===== src/rtl/alu_rr_sched.sv =====
// alu_rr_sched: two-requester round-robin front end for a shared 1-cycle ALU.
// Each requester may have at most one op in flight. Its result lands in a
// private 1-entry response slot. A saturating overflow counter is kept per
// requester.
module alu_rr_sched #(
  parameter int DATA_W = 8,
  parameter int INST_W = 3,
  parameter int CNT_W  = 8
) (
  input  logic              i_clk,
  input  logic              i_rst_n,

  input  logic              i_req0_valid,
  output logic              o_req0_ready,
  input  logic [INST_W-1:0] i_req0_inst,
  input  logic [DATA_W-1:0] i_req0_a,
  input  logic [DATA_W-1:0] i_req0_b,

  input  logic              i_req1_valid,
  output logic              o_req1_ready,
  input  logic [INST_W-1:0] i_req1_inst,
  input  logic [DATA_W-1:0] i_req1_a,
  input  logic [DATA_W-1:0] i_req1_b,

  output logic              o_rsp0_valid,
  input  logic              i_rsp0_ready,
  output logic [DATA_W-1:0] o_rsp0_data,
  output logic              o_rsp0_overflow,

  output logic              o_rsp1_valid,
  input  logic              i_rsp1_ready,
  output logic [DATA_W-1:0] o_rsp1_data,
  output logic              o_rsp1_overflow,

  output logic              o_alu_valid,
  output logic [INST_W-1:0] o_alu_inst,
  output logic [DATA_W-1:0] o_alu_a,
  output logic [DATA_W-1:0] o_alu_b,
  input  logic [DATA_W-1:0] i_alu_data,
  input  logic              i_alu_overflow,

  input  logic              i_clr_cnt,
  output logic [CNT_W-1:0]  o_ovf_cnt0,
  output logic [CNT_W-1:0]  o_ovf_cnt1
);

  localparam logic [CNT_W-1:0] CNT_MAX = '1;

  logic inflight_v;
  logic inflight_tag;
  logic last_grant;

  logic elig0, elig1;
  logic cand0, cand1;
  logic grant0, grant1, grant_any;
  logic capture0, capture1;
  logic pop0, pop1;

  // Eligibility, round-robin arbitration and the combinational ALU issue mux.
  // A requester whose slot is full may still issue if the slot drains this
  // cycle, because its result cannot land before the next edge.
  always_comb begin
    elig0     = !(inflight_v && !inflight_tag) && (!o_rsp0_valid || i_rsp0_ready);
    elig1     = !(inflight_v &&  inflight_tag) && (!o_rsp1_valid || i_rsp1_ready);
    cand0     = i_req0_valid && elig0;
    cand1     = i_req1_valid && elig1;
    grant0    = cand0 && (!cand1 || last_grant);
    grant1    = cand1 && (!cand0 || !last_grant);
    grant_any = grant0 || grant1;

    o_req0_ready = elig0 && grant0;
    o_req1_ready = elig1 && grant1;

    o_alu_valid = grant_any;
    o_alu_inst  = '0;
    o_alu_a     = '0;
    o_alu_b     = '0;
    if (grant0) begin
      o_alu_inst = i_req0_inst;
      o_alu_a    = i_req0_a;
      o_alu_b    = i_req0_b;
    end else if (grant1) begin
      o_alu_inst = i_req1_inst;
      o_alu_a    = i_req1_a;
      o_alu_b    = i_req1_b;
    end

    capture0 = inflight_v && !inflight_tag;
    capture1 = inflight_v &&  inflight_tag;
    pop0     = o_rsp0_valid && i_rsp0_ready;
    pop1     = o_rsp1_valid && i_rsp1_ready;
  end

  // In-flight tag and round-robin pointer; the pointer only moves on a grant.
  always_ff @(posedge i_clk or negedge i_rst_n) begin
    if (!i_rst_n) begin
      inflight_v   <= 1'b0;
      inflight_tag <= 1'b0;
      last_grant   <= 1'b1;
    end else begin
      inflight_v   <= grant_any;
      inflight_tag <= grant1;
      if (grant_any) last_grant <= grant1;
    end
  end

  // Response slot 0: filled from the ALU one cycle after issue, held until popped.
  always_ff @(posedge i_clk or negedge i_rst_n) begin
    if (!i_rst_n) begin
      o_rsp0_valid    <= 1'b0;
      o_rsp0_data     <= '0;
      o_rsp0_overflow <= 1'b0;
    end else if (capture0) begin
      o_rsp0_valid    <= 1'b1;
      o_rsp0_data     <= i_alu_data;
      o_rsp0_overflow <= i_alu_overflow;
    end else if (pop0) begin
      o_rsp0_valid    <= 1'b0;
    end
  end

  // Response slot 1: same behaviour as slot 0.
  always_ff @(posedge i_clk or negedge i_rst_n) begin
    if (!i_rst_n) begin
      o_rsp1_valid    <= 1'b0;
      o_rsp1_data     <= '0;
      o_rsp1_overflow <= 1'b0;
    end else if (capture1) begin
      o_rsp1_valid    <= 1'b1;
      o_rsp1_data     <= i_alu_data;
      o_rsp1_overflow <= i_alu_overflow;
    end else if (pop1) begin
      o_rsp1_valid    <= 1'b0;
    end
  end

  // Saturating overflow counters; clear takes priority over a same-edge increment.
  always_ff @(posedge i_clk or negedge i_rst_n) begin
    if (!i_rst_n) begin
      o_ovf_cnt0 <= '0;
      o_ovf_cnt1 <= '0;
    end else if (i_clr_cnt) begin
      o_ovf_cnt0 <= '0;
      o_ovf_cnt1 <= '0;
    end else begin
      if (capture0 && i_alu_overflow && (o_ovf_cnt0 != CNT_MAX))
        o_ovf_cnt0 <= o_ovf_cnt0 + 1'b1;
      if (capture1 && i_alu_overflow && (o_ovf_cnt1 != CNT_MAX))
        o_ovf_cnt1 <= o_ovf_cnt1 + 1'b1;
    end
  end

endmodule

===== config.mk =====
export PLATFORM = sky130hd
export DESIGN_NAME = alu_rr_sched
export DESIGN_NICKNAME = d
export VERILOG_FILES = /design/src/rtl/alu_rr_sched.sv
export SDC_FILE = /design/constraint.sdc
export NUM_CORES = 1
export LEC_CHECK = 0
export CAP_MARGIN = 25
export CORE_ASPECT_RATIO = 1.25
export CORE_MARGIN = 8
export CORE_UTILIZATION = 41
export DETAILED_ROUTE_END_ITERATION = 10
export HOLD_SLACK_MARGIN = 0.03
export PLACE_DENSITY = 0.89
export SLEW_MARGIN = 20
export SYNTH_ARGS = -nofsm -noshare
export SYNTH_HDL_FRONTEND = slang
export SYNTH_SLANG_ARGS = --single-unit

===== constraint.sdc =====
create_clock -name i_clk -period 3.5 [get_ports i_clk]
set_input_delay 1.05 -clock i_clk [delete_from_list [all_inputs] [get_ports i_clk]]
set_output_delay 1.05 -clock i_clk [all_outputs]
set_load 0.01 [all_outputs]

==> results of run 1 <==
==> state kept, by name, indices dropped and copies added (netlist names) <==
signal	count
o_rsp1_data	8
inflight_tag	1
o_ovf_cnt1	8
o_rsp0_overflow	1
o_rsp1_overflow	1
o_rsp0_valid	1
inflight_v	1
last_grant	1
o_rsp0_data	8
o_ovf_cnt0	8
o_rsp1_valid	1
==> path summary, 6_finish.rpt <==
| check | slack, ps | startpoint | to |
|---|---|---|---|
| setup / recovery | 70 | i_req0_valid | o_alu_a[0] |
| hold / removal | 480 | o_rsp0_data[0]$_DFFE_PN0P_ | o_rsp0_data[0]$_DFFE_PN0P_ |
| setup reg to reg | 1940 | o_ovf_cnt1[0]$_DFFE_PN0P_ | o_ovf_cnt1[7]$_DFFE_PN0P_ |
| hold reg to reg | 480 | o_rsp0_data[0]$_DFFE_PN0P_ | o_rsp0_data[0]$_DFFE_PN0P_ |
| max in group asynchronous | 2090 | i_rst_n | o_rsp1_data[0]$_DFFE_PN0P_ |
| min in group asynchronous | 870 | i_rst_n | o_ovf_cnt0[2]$_DFFE_PN0P_ |
==> stage by stage <==
| step | power [uW] | instance area (um^2) |
|---|---|---|
| detailed placement | 1620 | 3159 |
| global placement | 1595 | 3159 |
| global route | 2075 | 3307 |
| floorplan | 1042 | 1934 |
| CTS | 1952 | 3312 |
| finish | 1949 | 3307 |
==> logic make-up (layout without fill, tap and decap cells) <==
logic type	after synthesis	count (layout)	share of synthesized area, %
DFF	39	39	50.52
buffers and inverters	14	144	3.427
muxes	14	14	7.762
xor gates and xnor gates	9	9	4.075
AOI/OAI and AO/OA	40	40	17.01
and+or+nand+nor	66	66	15.91
adders and majority gates	2	2	1.293
==> Yosys cell counts, types with 2 or more instances <==
| cell type | count | share of area (%) |
|---|---|---|
| inv_1 | 2 | 0.39 |
| o21ai_1 | 3 | 0.78 |
| a22o_1 | 19 | 8.6 |
| dfrtp_1 | 38 | 49 |
| buf_2 | 5 | 1.3 |
| o2111ai_1 | 3 | 1.4 |
| nor2_1 | 14 | 2.7 |
| nand3_1 | 3 | 0.78 |
| nand2b_1 | 2 | 0.65 |
| o211ai_1 | 4 | 1.6 |
| ha_1 | 2 | 1.3 |
| nor3_1 | 2 | 0.52 |
| mux2i_1 | 6 | 3.1 |
| a21oi_1 | 3 | 0.78 |
| nand4_1 | 3 | 0.97 |
| clkbuf_1 | 3 | 0.58 |
| mux2_1 | 8 | 4.7 |
| xor2_1 | 9 | 4.1 |
| and3_1 | 3 | 0.97 |
| nand2_1 | 30 | 5.8 |
| and2_1 | 3 | 0.97 |
| o21ai_0 | 3 | 0.78 |
==> final cells by class <==
type | count | share of cell area [%]
Tap cell | 60 | 2.270
Clock buffer | 6 | 2.194
Sequential cell | 39 | 29.55
Clock inverter | 2 | 0.3784
Multi-Input combinational cell | 131 | 27.28
Timing Repair Buffer | 132 | 37.87
Inverter | 4 | 0.4540
==> report_power, final <==
group / switching (uW) / internal [uW]
logic: 418 / 553
registers: 85.7 / 585
clock network: 167 / 140
total: 671 / 1280
==> repair_timing <==
item                                    4_1_cts  5_1_grt
endpoints found under the setup margin       22       21
resized for setup                            70        5
cloned                                        2        0
setup buffers                                 7        1
pin swaps                                     2        3
hold endpoints to repair                      0        0
==> critical path, stage by stage <==
cell	delay [ps]
dlygate4sd2_1	250
o211a_4	140
buf_4	140
o21a_4	130
buf_6	110
buf_6	110
buf_16	130
a22o_1	190
buf_2	130
==> metal layers <==
metal  vias up  part of all wire, %  global-route usage [%]
li1        915                    -                       -
met1       904                   35                   18.36
met2        83                   53                   32.23
met3        11                   11                   9.787
met4         0                  1.4                   6.309
met5         -                    0                       0
==> impl_metrics.py, run 1 <==
metrics = {
    "yosys": {
        "yosysWarnings": 0,
        "ys_seq_elements": 39,
        "yosysSeqAreaShare_pct": 50.52,
        "syn_avg_cell_area_um2": 10.51,
        "synthArstFlopShare_pct": 100.0,
        "synth_nets": 240,
        "synth-main-ff-cell": "dfrtp_1",
        "synth.cell_area_um2": 1934,
        "netlist_instances": 184,
        "synth_edf_count": 0,
        "ys_types": 38,
    },
    "power_and_ir_drop": {
        "irDropWorstVdd_mv": 0.4121,
        "p_leak_uw": 0.001499,
        "powerDensity_nw_per_um2": 589.3,
    },
    "finish": {
        "diodes": 0,
        "drive_gt1_share_pct": 14.97,
        "final_cell_mix": "clkdlybuf4s50_1 (85), dfrtp_1 (38), nand2_1 (30), a22o_1 (19), buf_4 (15)",
        "seq_area_um2": 977.2,
        "nNetsFinal": 369,
        "multi_input_area_um2": 902.1,
        "stdcell_count": 374,
        "fillerInstances": 352,
        "syn2layout_area_growth_pct": 70.96,
        "final_core_util_pct": 71.51,
        "mostFrequentLayoutCell": "clkdlybuf4s50_1",
    },
    "timing": {
        "finalHoldViolations": 0,
        "period_share_pct": 97.91,
        "timing.hold.ws_ps": 481.5,
        "setup_viol": 0,
        "rsz0062_at_grt": "no",
        "worst_slack_ps": 73.01,
        "fmaxAchievable_mhz": 291.8,
        "fin_tns_setup_ps": 0,
        "tightest_slew_ps": 868.4,
        "period_minus_slack_ps": 3427,
        "slew_headroom_pct": 42.11,
        "slew_viol_final": 0,
        "skew_ps": 4.817,
    },
    "detailed_routing": {
        "drtAntennaViolNets": 0,
        "drtIter0Drc": 67,
        "avgRoutedWirePerCell_um": 17.10,
        "num_vias": 1913,
        "viasPerCell": 5.115,
        "drc_errors": 0,
        "drt-total-wl_um": 6396,
        "firstDrtPassIters": 4,
    },
    "clock_network": {
        "clk_latency_ps": 290,
        "cts-buffers-inserted": 5,
        "cts_buffer_depth": 2,
        "hold_buffers": 0,
        "cts_tree": "yes",
        "clk_pin_slew_ps": 80,
        "cts_sinks": 39,
        "cts_root_buf": "clkbuf_8",
        "htreeDepth": 2,
    },
    "place": {
        "place_ws_ps": -423.6,
        "hpwl_um": 4808,
        "port_buffers": 111,
        "routabilityCongestion": 0.7796,
        "placed_cells": 356,
    },
    "global_route": {
        "grt_overflow": 0,
        "grt_max_degree": 40,
        "grt_pass1_vias": 2131,
        "antenna_found_initial": 0,
        "grt_pass1_wl_um": 10670,
        "track_usage_pct": 18.49,
    },
    "worst_setup_path": {
        "required_ps": 2450,
        "r2r_cells": 5,
        "end_kind": "output port",
        "arrival_ps": 2380,
        "cp-start-kind": "input pin",
        "critPathMaxFanout": 8,
        "criticalPathCategory": "input pin to output port",
    },
    "flow_run": {
        "maxCapViolations": 0,
    },
    "hold_path": {
        "hold_depth": 2,
        "hold_path.class": "flop to flop",
    },
    "die": {
        "io_pins": 112,
        "die-area_um2": 7186,
        "dieHeight_um": 92.80,
        "rows": 28,
        "die_w_um": 77.44,
        "initial_core_util_pct": 41.83,
        "design.core.area_um2": 4624,
    },
    "status": {
        "status": "finished, final reports clean",
    },
}
No activity file was read; power rests on OpenSTA's default activity.
==> run 2, diff against run 1 <==
--- a/config.mk
+++ b/config.mk
@@ -7,10 +7,9 @@
 export LEC_CHECK = 0
 export CAP_MARGIN = 25
 export CORE_ASPECT_RATIO = 1.25
-export CORE_MARGIN = 8
+export CORE_MARGIN = 2
 export CORE_UTILIZATION = 41
 export DETAILED_ROUTE_END_ITERATION = 10
-export HOLD_SLACK_MARGIN = 0.03
 export PLACE_DENSITY = 0.89
 export SLEW_MARGIN = 20
 export SYNTH_ARGS = -nofsm -noshare
==> run 2 against run 1 <==
Compared with the run above: total power increased by 0.87%; register-to-register slack got worse by 40 ps; combinational power decreased by 7.0%; clock power increased by 27%; sequential share of layout area increased by 0.65 points; die area decreased by 26%.
==> impl_metrics.py, run 2 (synthesis gave the netlist of run 1 again) <==
metrics = {
    "timing": {
        "finalHoldViolations": 0,
        "timing.hold.ws_ps": 477.5,
        "period_share_pct": 96.31,
        "tightest_slew_ps": 850.7,
        "rsz0062_at_grt": "no",
        "fmaxAchievable_mhz": 296.7,
        "setup_viol": 0,
        "period_minus_slack_ps": 3371,
        "skew_ps": 6.595,
        "slew_viol_final": 0,
        "slew_headroom_pct": 43.29,
        "fin_tns_setup_ps": 0,
    },
    "finish": {
        "fillerInstances": 356,
        "nNetsFinal": 360,
        "drive_gt1_share_pct": 15.41,
        "final_cell_area_um2": 3236,
        "mostFrequentLayoutCell": "clkdlybuf4s50_1",
        "final_cell_mix": "clkdlybuf4s50_1 (84), dfrtp_1 (38), nand2_1 (30), a22o_1 (19)",
        "syn2layout_area_growth_pct": 67.27,
        "diodes": 0,
    },
    "worst_setup_path": {
        "arrival_ps": 2320,
        "reg2reg_slack_ps": 1900,
        "end_kind": "output port",
        "critPathMaxStageDelay_ps": 250,
        "path_cells": "dlygate4sd2_1 -> o211a_4 -> buf_4 -> o21a_4 -> buf_16 -> a22o_1 -> buf_2",
        "required_ps": 2450,
        "critPathMaxFanout": 10,
        "cp-start-kind": "input pin",
        "worst_path_max_delay_cell": "dlygate4sd2_1",
        "criticalPathCategory": "input pin to output port",
    },
    "global_route": {
        "antenna_found_initial": 0,
        "grt_pass1_wl_um": 9128,
        "grt_max_degree": 40,
        "grt_overflow": 0,
        "grt_pass1_vias": 2019,
        "track_usage_pct": 22.61,
    },
    "detailed_routing": {
        "num_vias": 1895,
        "drc_errors": 0,
        "drtAntennaViolNets": 0,
        "drtIter0Drc": 129,
        "viasPerCell": 5.220,
        "firstDrtPassIters": 4,
        "avgRoutedWirePerCell_um": 15.28,
        "drt-total-wl_um": 5547,
    },
    "die": {
        "io_pins": 112,
        "dieHeight_um": 80.80,
        "initial_core_util_pct": 43.38,
        "die-area_um2": 5287,
        "design.core.area_um2": 4459,
        "die_w_um": 65.44,
        "rows": 27,
    },
    "power_and_ir_drop": {
        "sw_frac_of_total_pct": 32.66,
        "p_leak_uw": 0.001492,
        "irDropWorstVdd_mv": 0.4109,
        "seqPwrFrac_pct": 34.3,
        "powerDensity_nw_per_um2": 607.6,
        "combPwrFrac_pct": 45.9,
        "pwr-share-clk_pct": 19.8,
        "power.internal_uw": 1324,
        "p_sw_uw": 642.0,
    },
    "flow_run": {
        "maxCapViolations": 0,
    },
    "clock_network": {
        "cts_sinks": 39,
        "htreeDepth": 2,
        "cts_buffer_depth": 2,
        "clk_pin_slew_ps": 80,
        "cts-buffers-inserted": 5,
        "cts_root_buf": "clkbuf_8",
        "clk_latency_ps": 290,
        "cts_tree": "yes",
    },
    "place": {
        "post_dp_cell_area_um2": 3142,
        "port_buffers": 111,
        "routabilityCongestion": 0.7405,
        "hpwl_um": 4166,
    },
    "hold_path": {
        "hold_path.class": "flop to flop",
    },
    "status": {
        "status": "finished, final reports clean",
    },
}
## run 2: through the flow
stage / cells / util [%] / worst slack [ps] / total power [uW]
2_1_floorplan: 184 / - / 571.0 / 1042
3_5_place_dp: 352 / 70.45 / -453.0 / 1603
6_report: 363 / 72.56 / 129.2 / 1966
4_1_cts: 363 / 73.88 / -95.07 / 1998
5_1_grt: 363 / 72.56 / 26.36 / 2085
3_3_place_gp: 352 / 70.45 / -388.1 / 1569
## run 2: layout make-up
class                           instances  area (um^2)  share of cell area, %
Sequential cell                        39        977.2                  30.20
Inverter                                4        15.01                 0.4640
Tap cell                               58        72.57                  2.243
Multi-Input combinational cell        131        909.6                  28.11
Clock inverter                          2        35.03                  1.083
Clock buffer                            6        82.58                  2.552
Timing Repair Buffer                  123         1144                  35.34
## run 2: worst paths after layout
| check | end | from | cells after the start |
|---|---|---|---|
| worst min register to register | o_rsp0_data[3]$_DFFE_PN0P_ | o_rsp0_data[3]$_DFFE_PN0P_ | 2 |
| worst min-delay path | o_rsp0_data[3]$_DFFE_PN0P_ | o_rsp0_data[3]$_DFFE_PN0P_ | 2 |
| max in group asynchronous | o_ovf_cnt1[0]$_DFFE_PN0P_ | i_rst_n | 1 |
| worst max register to register | o_ovf_cnt1[7]$_DFFE_PN0P_ | o_ovf_cnt1[0]$_DFFE_PN0P_ | 5 |
| worst max-delay path | o_alu_b[4] | i_rsp0_ready | 7 |
| min in group asynchronous | o_ovf_cnt0[5]$_DFFE_PN0P_ | i_rst_n | 1 |
## run 2: power by group through the flow
stage / Combinational (uW) / Clock [uW] / Sequential [uW]
after floorplan: 318 / 0 / 723
after global placement: 899 / 0 / 671
after detailed placement: 923 / 0 / 680
after CTS: 925 / 398 / 676
after global routing: 976 / 415 / 694
final: 903 / 389 / 674
## run 2: metal layers
layer  GRT usage, %  part of all wire [%]
met1          23.43                    36
met5              0                     0
met3          8.310                   7.6
met4          6.250                   1.4
met2          42.45                    55
## run 2: critical path, delay by kind of cell
kind,cells,cell delay (ps)
AOI/OAI and AO/OA,3,580
buffers and inverters,4,680
## run 2: repair_timing
item                       CTS  global route
hold buffers                 0             0
setup buffers                1             0
gates cloned                 2             0
gates resized for setup     39            39
hold endpoints to repair     0             0
pin swaps                    3             1
setup endpoints to repair   22            20
==> RTL change (flow settings as in run 1) <==
The parameter `DATA_W` goes from 8 to 6.
--- a/src/rtl/alu_rr_sched.sv
+++ b/src/rtl/alu_rr_sched.sv
@@ -4,5 +4,5 @@
 // requester.
 module alu_rr_sched #(
-  parameter int DATA_W = 8,
+  parameter int DATA_W = 6,
   parameter int INST_W = 3,
   parameter int CNT_W  = 8
Ports: changed (9 resized); port bits go from 112 to 94. No check against the original RTL was run, so the function may have changed too.
==> RTL change against run 1 <==
Cell area down 10%. Sequential cell count down 4. Setup slack better by 0.0062 ns. Count of clock-buffer cells in the layout is 2 higher. Area after synthesis down 7.7%. Routed wire length fell by 14%. Global-route usage fell by 1.1 points. Power fell by 9.7%. Synthesized cell count decreased by 13%. Largest cell class unchanged.
==> RTL change: results (changes against run 1) <==
Placement
  – Worst slack, placed: -0.4626 ns (was -0.4236 ns)
  – Placed inst area: 0.002805 mm² (was 0.003159 mm²)
  – GP Congestion: 0.8051 (was 0.7796)
  – Placed Cells: 313 (was 356)
  – # port buffers: 93 (was 111)
  – Final HPWL DP: 4150 µm (was 4808 µm)

Synthesis
  – Syn Nets: 207 (was 240)
  – Synth Flop Type: dfrtp_1 (unchanged)
  – Sequential area share after synthesis: 49.12% (was 50.52%)
  – Synth top area cells: dfrtp_1 (48%), mux2_2 (7.6%), a22o_1 (4.4%) (was dfrtp_1 (49%), a22o_1 (8.6%), nand2_1 (5.8%))
  – Ys async rst share: 100.0% (unchanged)
  – Synth top cells by count: dfrtp_1 (34), nor2_1 (13), mux2_2 (12), nand2_1 (12) (was dfrtp_1 (38), nand2_1 (30), a22o_1 (19))
  – Distinct cell type count after synthesis: 37 (was 38)
  – Avg Cell Area, Syn: 11.09 µm² (was 10.51 µm²)

Drt
  – Top Layer Used: met4 (unchanged)
  – Final wirelength: 5523 µm (was 6396 µm)
  – Routed wire length on met2: 2707 µm (was 3360 µm)
  – Metal3 WL: 708 µm (was 688 µm)
  – Wire length per cell: 16.74 µm (was 17.10 µm)
  – Met1 Routed Length: 2043 µm (was 2259 µm)
  – Vias per cell: 5.200 (was 5.115)
  – Initial DRT Pass Iterations: 4 (unchanged)
  – Drt first-iter violations: 121 (was 67)

Final layout
  – Antenna fix cells: 0 (unchanged)
  – Biggest regs: o_ovf_cnt0 (8), o_ovf_cnt1 (8)
  – Layout cells sized above 1: 24.63% (was 14.97%)
  – Fill cells: 309 (was 352)
  – Layout Nets: 317 (was 369)

GRT
  – Initial antenna violation count: 0 (unchanged)
  – Vias in the first global route: 1881 (was 2131)
  – First-pass GRT wire length: 9101 µm (was 10670 µm)
  – Largest net degree at the start of global routing: 36 (was 40)
  – Total Routing Usage GR: 17.35% (was 18.49%)

Timing
  – Worst-margin pin slew: 0.6016 ns (was 0.8684 ns)
  – Skew final: 0.008524 ns (was 0.004817 ns)

Outcome
  – Status: complete, no violations (unchanged)

Clocking
  – Clock root buffer: clkbuf_8 (unchanged)
  – CTS clk-pin slew, worst paths: 0.06 ns (was 0.08 ns)
  – CTS HTree Levels: 2 (unchanged)
  – Clk Latency, worst-skew pair: 0.29 ns (about the same)

Power and ir drop
  – Leakage: 1.301 nW (was 1.499 nW)
  – Max VDD drop: 0.4534 mV (was 0.4121 mV)
  – Net Sw Power: 0.0005671 W (was 0.0006710 W)

Setup path
  – CP Max Fanout: 5 (was 8)
  – FF-to-FF path depth: 7 (was 5)
==> RTL change: cell types whose count changed in the layout (fill, tap and decap cells not counted), sizes merged, moves of 4 or more <==
cell / before / now
a21oi: 3 / 7
a22o: 19 / 15
buf: 30 / 20
clkbuf: 9 / 14
clkdlybuf4s15: 11 / 3
clkdlybuf4s50: 85 / 72
dfrtp: 38 / 34
mux2: 8 / 12
nand2: 30 / 13
nand3: 3 / 7
nor3: 2 / 10
xor2: 9 / 4
==> RTL change: critical path, cell delays in order <==
cell and delay (ns):
dlygate4sd2_1 0.21, inv_2 0.05, nor3_4 0.28, a21oi_4 0.15, buf_12 0.15, a22o_2 0.24
clkdlybuf4s15_1 0.23
==> RTL change: path summary, 6_finish.rpt <==
check / end / start / slack [ns]
worst min-delay path: o_rsp1_overflow / o_rsp1_overflow / 0.49
worst max-delay path: o_alu_a[5] / i_req0_valid / 0.08
worst min register to register: o_rsp1_overflow / o_rsp1_overflow / 0.49
worst max register to register: inflight_tag / inflight_v / 1.75
min in group asynchronous: o_ovf_cnt0[5] / i_rst_n / 1.15
max in group asynchronous: last_grant / i_rst_n / 1.98
==> RTL change: cell type report <==
type                    instances  area (µm²)  share of cell area [%]
clock buffers                   8       100.1                   3.366
inverters                       4       15.01                  0.5048
multi-input cells             118       889.6                   29.91
flip-flops and latches         35       877.1                   29.49
well taps                      58       72.57                   2.440
repair buffers                107        1020                   34.29
==> RTL change: cell families after synthesis <==
logic type | count (synthesis) | share of synthesized area (%)
buffers and inverters | 9 | 3.153
xor gates and xnor gates | 4 | 1.962
DFF | 35 | 49.12
and+or+nand+nor | 57 | 17.45
adders and majority gates | 2 | 1.401
muxes | 18 | 10.93
AOI/OAI and AO/OA | 36 | 15.98
==> RTL change: timing repair <==
action,in CTS,in global routing
cloned,2,0
setup buffers,6,4
resized for setup,53,12
pin swaps,3,3
endpoints found under the setup margin,18,12
==> RTL change: per-stage QoR <==
stage / TNS (ns) / total power [W]
3_3_place_gp: -6.015 / 0.001385
5_1_grt: 0 / 0.001858
6_report: 0 / 0.001760
4_1_cts: 0 / 0.001763
3_5_place_dp: -7.319 / 0.001406
2_1_floorplan: 0 / 0.0009538
==> RTL change: metal layers <==
| metal | track usage (%) | vias to the layer above |
|---|---|---|
| li1 | - | 808 |
| met1 | 17.99 | 819 |
| met2 | 28.11 | 82 |
| met3 | 9.667 | 7 |
| met4 | 6.066 | 0 |
| met5 | 0 | - |
==> RTL change: power groups by stage <==
stage | clock network (W) | registers [W] | logic [W]
4_1_cts | 0.000335 | 0.000608 | 0.000819
3_5_place_dp | 0 | 0.000607 | 0.000799
5_1_grt | 0.000348 | 0.000623 | 0.000887
6_report | 0.000326 | 0.000607 | 0.000827
2_1_floorplan | 0 | 0.000643 | 0.000311
3_3_place_gp | 0 | 0.000599 | 0.000786
